**src/rtl/key_event_decoder.sv**
```systemverilog
`default_nettype none
// ============================================================================
// Module   : key_event_decoder
// Purpose  : Classifies a debounced key level into one-cycle press, release,
//            click, double-click, long-press and (optional) auto-repeat pulses.
//            Define KEY_REPEAT_EN to enable auto-repeat while held after long.
// Revision : 1.0 - initial release
// ============================================================================
module key_event_decoder #(
  parameter logic [15:0] T1MS    = 16'd49_999,
  parameter logic [15:0] LONG_MS = 16'd1000,
  parameter logic [15:0] DBL_MS  = 16'd250,
  parameter logic [15:0] REP_MS  = 16'd100
) (
  input  logic CLK,
  input  logic RSTn,
  input  logic Key_In,
  output logic Press_Sig,
  output logic Release_Sig,
  output logic Click_Sig,
  output logic Dbl_Sig,
  output logic Long_Sig,
  output logic Rep_Sig
);

  localparam logic [2:0] S_IDLE   = 3'd0;
  localparam logic [2:0] S_PRESS1 = 3'd1;
  localparam logic [2:0] S_LONG   = 3'd2;
  localparam logic [2:0] S_WAIT2  = 3'd3;
  localparam logic [2:0] S_PRESS2 = 3'd4;

  logic        k_d;
  logic        rise;
  logic        fall;
  logic [2:0]  state;
  logic [2:0]  state_nx;
  logic [15:0] pre_cnt;
  logic [15:0] ms_cnt;
  logic        tick;
  logic        run_timer;
  logic        clear_cnt;
  logic        press_nx;
  logic        release_nx;
  logic        click_nx;
  logic        dbl_nx;
  logic        long_nx;

  // k_d powers up as "pressed" so a key held through reset must be released first
  always_ff @(posedge CLK or negedge RSTn) begin
    if (!RSTn) begin
      k_d <= 1'b1;
    end else begin
      k_d <= Key_In;
    end
  end

  assign rise = Key_In & ~k_d;
  assign fall = ~Key_In & k_d;
  assign tick = (pre_cnt == T1MS);

`ifdef KEY_REPEAT_EN
  localparam logic [15:0] REP_LAST = REP_MS - 16'd1;
  logic rep_nx;

  // Repeat fires on the tick that would take ms to REP_MS, giving an exact REP_MS period
  assign run_timer = (state == S_PRESS1) || (state == S_WAIT2) || (state == S_LONG);
`else
  assign run_timer = (state == S_PRESS1) || (state == S_WAIT2);
`endif

  always_comb begin
    state_nx   = state;
    press_nx   = 1'b0;
    release_nx = 1'b0;
    click_nx   = 1'b0;
    dbl_nx     = 1'b0;
    long_nx    = 1'b0;
    clear_cnt  = 1'b0;
`ifdef KEY_REPEAT_EN
    rep_nx     = 1'b0;
`endif
    case (state)
      S_IDLE: begin
        if (rise) begin
          press_nx = 1'b1;
          state_nx = S_PRESS1;
        end
      end
      S_PRESS1: begin
        if (fall) begin
          release_nx = 1'b1;
          state_nx   = S_WAIT2;
        end else if (ms_cnt == LONG_MS) begin
          long_nx  = 1'b1;
          state_nx = S_LONG;
        end
      end
      S_LONG: begin
        if (fall) begin
          release_nx = 1'b1;
          state_nx   = S_IDLE;
        end
`ifdef KEY_REPEAT_EN
        else if (tick && (ms_cnt == REP_LAST)) begin
          rep_nx    = 1'b1;
          clear_cnt = 1'b1;
        end
`endif
      end
      S_WAIT2: begin
        if (rise) begin
          press_nx = 1'b1;
          dbl_nx   = 1'b1;
          state_nx = S_PRESS2;
        end else if (ms_cnt == DBL_MS) begin
          click_nx = 1'b1;
          state_nx = S_IDLE;
        end
      end
      S_PRESS2: begin
        if (fall) begin
          release_nx = 1'b1;
          state_nx   = S_IDLE;
        end
      end
      default: begin
        state_nx = S_IDLE;
      end
    endcase
    if (state_nx != state) begin
      clear_cnt = 1'b1;
    end
  end

  always_ff @(posedge CLK or negedge RSTn) begin
    if (!RSTn) begin
      state <= S_IDLE;
    end else begin
      state <= state_nx;
    end
  end

  always_ff @(posedge CLK or negedge RSTn) begin
    if (!RSTn) begin
      pre_cnt <= 16'd0;
      ms_cnt  <= 16'd0;
    end else if (!run_timer || clear_cnt) begin
      pre_cnt <= 16'd0;
      ms_cnt  <= 16'd0;
    end else if (tick) begin
      pre_cnt <= 16'd0;
      ms_cnt  <= ms_cnt + 16'd1;
    end else begin
      pre_cnt <= pre_cnt + 16'd1;
    end
  end

  always_ff @(posedge CLK or negedge RSTn) begin
    if (!RSTn) begin
      Press_Sig   <= 1'b0;
      Release_Sig <= 1'b0;
      Click_Sig   <= 1'b0;
      Dbl_Sig     <= 1'b0;
      Long_Sig    <= 1'b0;
    end else begin
      Press_Sig   <= press_nx;
      Release_Sig <= release_nx;
      Click_Sig   <= click_nx;
      Dbl_Sig     <= dbl_nx;
      Long_Sig    <= long_nx;
    end
  end

`ifdef KEY_REPEAT_EN
  always_ff @(posedge CLK or negedge RSTn) begin
    if (!RSTn) begin
      Rep_Sig <= 1'b0;
    end else begin
      Rep_Sig <= rep_nx;
    end
  end
`else
  assign Rep_Sig = 1'b0;
`endif

endmodule
`default_nettype wire

```
**config.mk**
```make
export PLATFORM = sky130hd
export DESIGN_NAME = key_event_decoder
export DESIGN_NICKNAME = d
export VERILOG_FILES = /design/src/rtl/key_event_decoder.sv
export SDC_FILE = /design/constraint.sdc
export NUM_CORES = 1
export LEC_CHECK = 0
export CAP_MARGIN = 10
export CORE_ASPECT_RATIO = 2
export CORE_MARGIN = 2
export CORE_UTILIZATION = 50
export CTS_CLUSTER_SIZE = 24
export DETAILED_ROUTE_END_ITERATION = 12
export PLACE_DENSITY_LB_ADDON = 0.08
export SLEW_MARGIN = 40
export SYNTH_ARGS = -nofsm -noshare
export SYNTH_HDL_FRONTEND = slang
export SYNTH_SLANG_ARGS = --single-unit
```
**constraint.sdc**
```tcl
create_clock -name CLK -period 2.7 [get_ports CLK]
set_input_delay 0.54 -clock CLK [delete_from_list [all_inputs] [get_ports CLK]]
set_output_delay 0.54 -clock CLK [all_outputs]
set_load 0.1 [all_outputs]
```
==> results.yml <==
clocking:
  hold_buffers: 0
  clockBufferDepth: 2
  path_clk_slew_ns: 0.08
  postCtsSetupBuffers: 0
  cts_tree: "yes"
  ctsResizeCount: 0
  numClockSinks: 41
  cts_made_buffers: 5
  cts-root-buf: "clkbuf_8"
  clk-insertion-delay-late_ns: 0.29
  cts.htree.levels: 2
logic_synthesis:
  synthDistinctLibCells: 47
  synth_async_sr_flop_share_pct: 100.0
  most_used_standard_cell_by_instance_count_after_synthesis: "dfrtp_1"
  synth.yosys.seq_area_share_pct: 45.38
  synth_ff_type: "dfrtp_1"
  synth_top_cells_by_count: "dfrtp_1, nor3_1, a211oi_1"
  synth.ff_latch_count: 41
  per_instance_average_area_after_synthesis_um2: 10.02
  synth_top_area_share_pct: 44.22
  synth_edf_count: 0
  synthCells: 226
  synth_area_um2: 2263
  netlist.top_cell.by_area: "dfrtp_1"
  synth.yosys.warnings: 0
  ys_top_cells_by_area: "dfrtp_1, a211oi_1, nor3_1"
  synth_fp_nets: 233
place:
  global_placement_routability_congestion: 0.8701
  hpwlAfterDp_um: 3578
  port_buffers: 7
worst_setup_path:
  worst_setup_path_end_kind: "flop"
  timing.critical_path.from: "ms_cnt[0]"
  path_cells: "inv_1, ha_1, nor4bb_1, nand4_1, a22oi_2, buf_4, a211oi_1"
  crit_path_kind: "flop to flop"
  worst_ep_required_time_ns: 2.87
  timing.critical_path.slowest_cell_delay_ns: 0.48
  cp_max_fo: 13
  critPathArrivalTime_ns: 2.37
  worst_r2r_startpoint: "ms_cnt[0]"
  worst_setup_sp_type: "flop"
  cp_slowest_cell: "dfrtp_1"
sta:
  final.setup.tns_ns: 0
  max_slew.worst_pin.slew_ns: 0.5175
  setup_viol: 0
  min_period_over_period_pct: 81.69
  fin_skew_ns: 0.009042
  rsz_0062_raised_after_global_routing: "false"
  hold_violations: 0
  fmax_mhz: 453.4
  report.final.slew_viol_count: 0
  fin_crit_ns: 2.206
  worst_slew_margin_rel_pct: 65.50
die:
  standard_cell_core_area_um2: 4339
  die-height_um: 99.15
  standard_cell_rows: 34
  top_level_ports: 9
  die_w_um: 51.58
  initial_core_util_pct: 52.16
  total_die_area_um2: 5114
route:
  routed_via_density: 6.438
  totalWireLength_um: 5072
  via_count: 1854
  final_antenna_net_count: 0
  first_pass_iters: 4
  drt_iter0_markers: 46
  detail_routed_net_length_per_standard_cell_um: 17.61
  drc_errors: 0
finish:
  multi_input_area_um2: 1150
  area.growth.synth_to_final_pct: 8.845
  antenna_cells_inserted: 0
  filler_cell_count: 403
  finalNetCount: 240
  area_used_by_sequential_logic_in_the_layout_um2: 1027
  share_of_final_layout_standard_cells_stronger_than_drive_strength_1_pct: 12.39
grt:
  grt_pass1_vias: 1884
  overall_global_routing_usage_pct: 21.84
  global_route_congestion_overflow_total: 0
  wire_length_of_the_first_global_routing_pass_um: 8583
  antenna_found_initial: 0
  grt_max_degree: 42
power:
  powerDensity_nw_per_um2: 649.1
  power_frac_clock_pct: 26.3
  fraction_of_power_spent_switching_nets_pct: 37.88
  cellLeakagePower_nw: 0.9342
  sequentialPowerShare_pct: 44.1
  intPower_w: 0.0009934
  p_total_w: 0.001599
  combinationalPowerShare_pct: 29.6
  power.ir.vdd_worst_uv: 439.5
  switchingPower_w: 0.0006057
flow_run:
  maxcap_violations: 0
run_status:
  run_status: "completed"
hold_path:
  worst_hold_path_class: "primary input to async pin"
-- per-layer routing --
metal / wire, µm / track usage [%]
met3: 122 / 2.402
met2: 2896 / 40.53
met4: 64 / 9.514
met5: 0 / 0
met1: 1988 / 23.88
-- critical path: cells and delay by family (launching register included) --
family          cells  cell delay [ns]
flops               1             0.48
fa+ha+maj           1             0.17
buf+inv             2             0.43
simple gates        2             0.55
compound gates      2             0.46
-- path summary, 6_finish.rpt --
| check | endpoint | slack (ns) | cells past startpoint |
|---|---|---|---|
| worst max-delay path | ms_cnt[15] | 0.49 | 7 |
| worst min-delay path | Long_Sig | 0.22 | 1 |
| worst max register to register | ms_cnt[15] | 0.49 | 7 |
| worst min register to register | pre_cnt[0] | 0.51 | 1 |
| max in group asynchronous | pre_cnt[14] | 2.11 | 1 |
| min in group CLK | pre_cnt[0] | 0.51 | 1 |
-- power groups by stage --
stage | registers (W) | clock network, W | logic (W)
floorplan | 0.000745 | 0 | 0.000310
global placement | 0.000710 | 0 | 0.000446
detailed placement | 0.000716 | 0 | 0.000464
global route | 0.000710 | 0.000457 | 0.000520
CTS | 0.000704 | 0.000433 | 0.000465
finish | 0.000705 | 0.000421 | 0.000473
-- logic make-up (layout without fill, tap and decap cells) --
family | Yosys count | after routing | share of synthesized area, %
and+or+nand+nor | 105 | 105 | 28.75
AOI/OAI and AO/OA | 42 | 42 | 13.82
DFF | 41 | 41 | 45.38
buffers and inverters | 18 | 26 | 3.814
xor gates and xnor gates | 14 | 14 | 5.417
adders and majority gates | 4 | 4 | 2.211
other | 1 | 1 | 0.1657
muxes | 1 | 1 | 0.4423
-- cell usage in the layout (no fill, tap or decap), types with 2 or more instances in the layout --
cell      count
a211oi_1     14
a211oi_2      2
and3_1        4
and4_1        3
and4b_1       2
buf_4        13
clkbuf_8      6
dfrtp_1      40
ha_1          4
inv_1         4
nand2_1      10
nand2b_1      3
nand3_1      11
nand4_1      13
nor2_1        8
nor2b_1       3
nor3_1       19
nor3b_1       2
nor4_1        3
o21ai_0       7
o31ai_1      10
o41ai_1       2
or3_1         6
or4_1        10
xnor2_1       8
xor2_1        6
-- registers in the layout, summed over array words and instances, names as in the netlist --
signal and count:
pre_cnt 16, Long_Sig 1, Dbl_Sig 1, Press_Sig 1, state 3, Release_Sig 1
ms_cnt 16, k_d 1, Click_Sig 1
-- area by class of cell --
type	count	area share (%)
well taps	54	2.743
inverters	4	0.6094
multi-input cells	167	46.67
clock inverters	2	0.5587
clock buffers	6	3.352
repair buffers	14	4.368
flip-flops and latches	41	41.70
-- stage by stage --
stage / hold WS, ns / instance area, µm² / setup WS, ns / cells / utilization (%)
floorplan: 0.2444 / 2263 / 0.6888 / 226 / -
global placement: 0.4731 / 2357 / 0.2188 / 279 / 54.33
detailed placement: 0.5129 / 2360 / 0.1313 / 279 / 54.38
CTS: 0.2310 / 2456 / 0.2634 / 287 / 56.60
global route: 0.2581 / 2464 / 0.3111 / 288 / 56.78
finish: 0.2182 / 2464 / 0.4943 / 288 / 56.78
No activity file was read; power rests on OpenSTA's default activity.
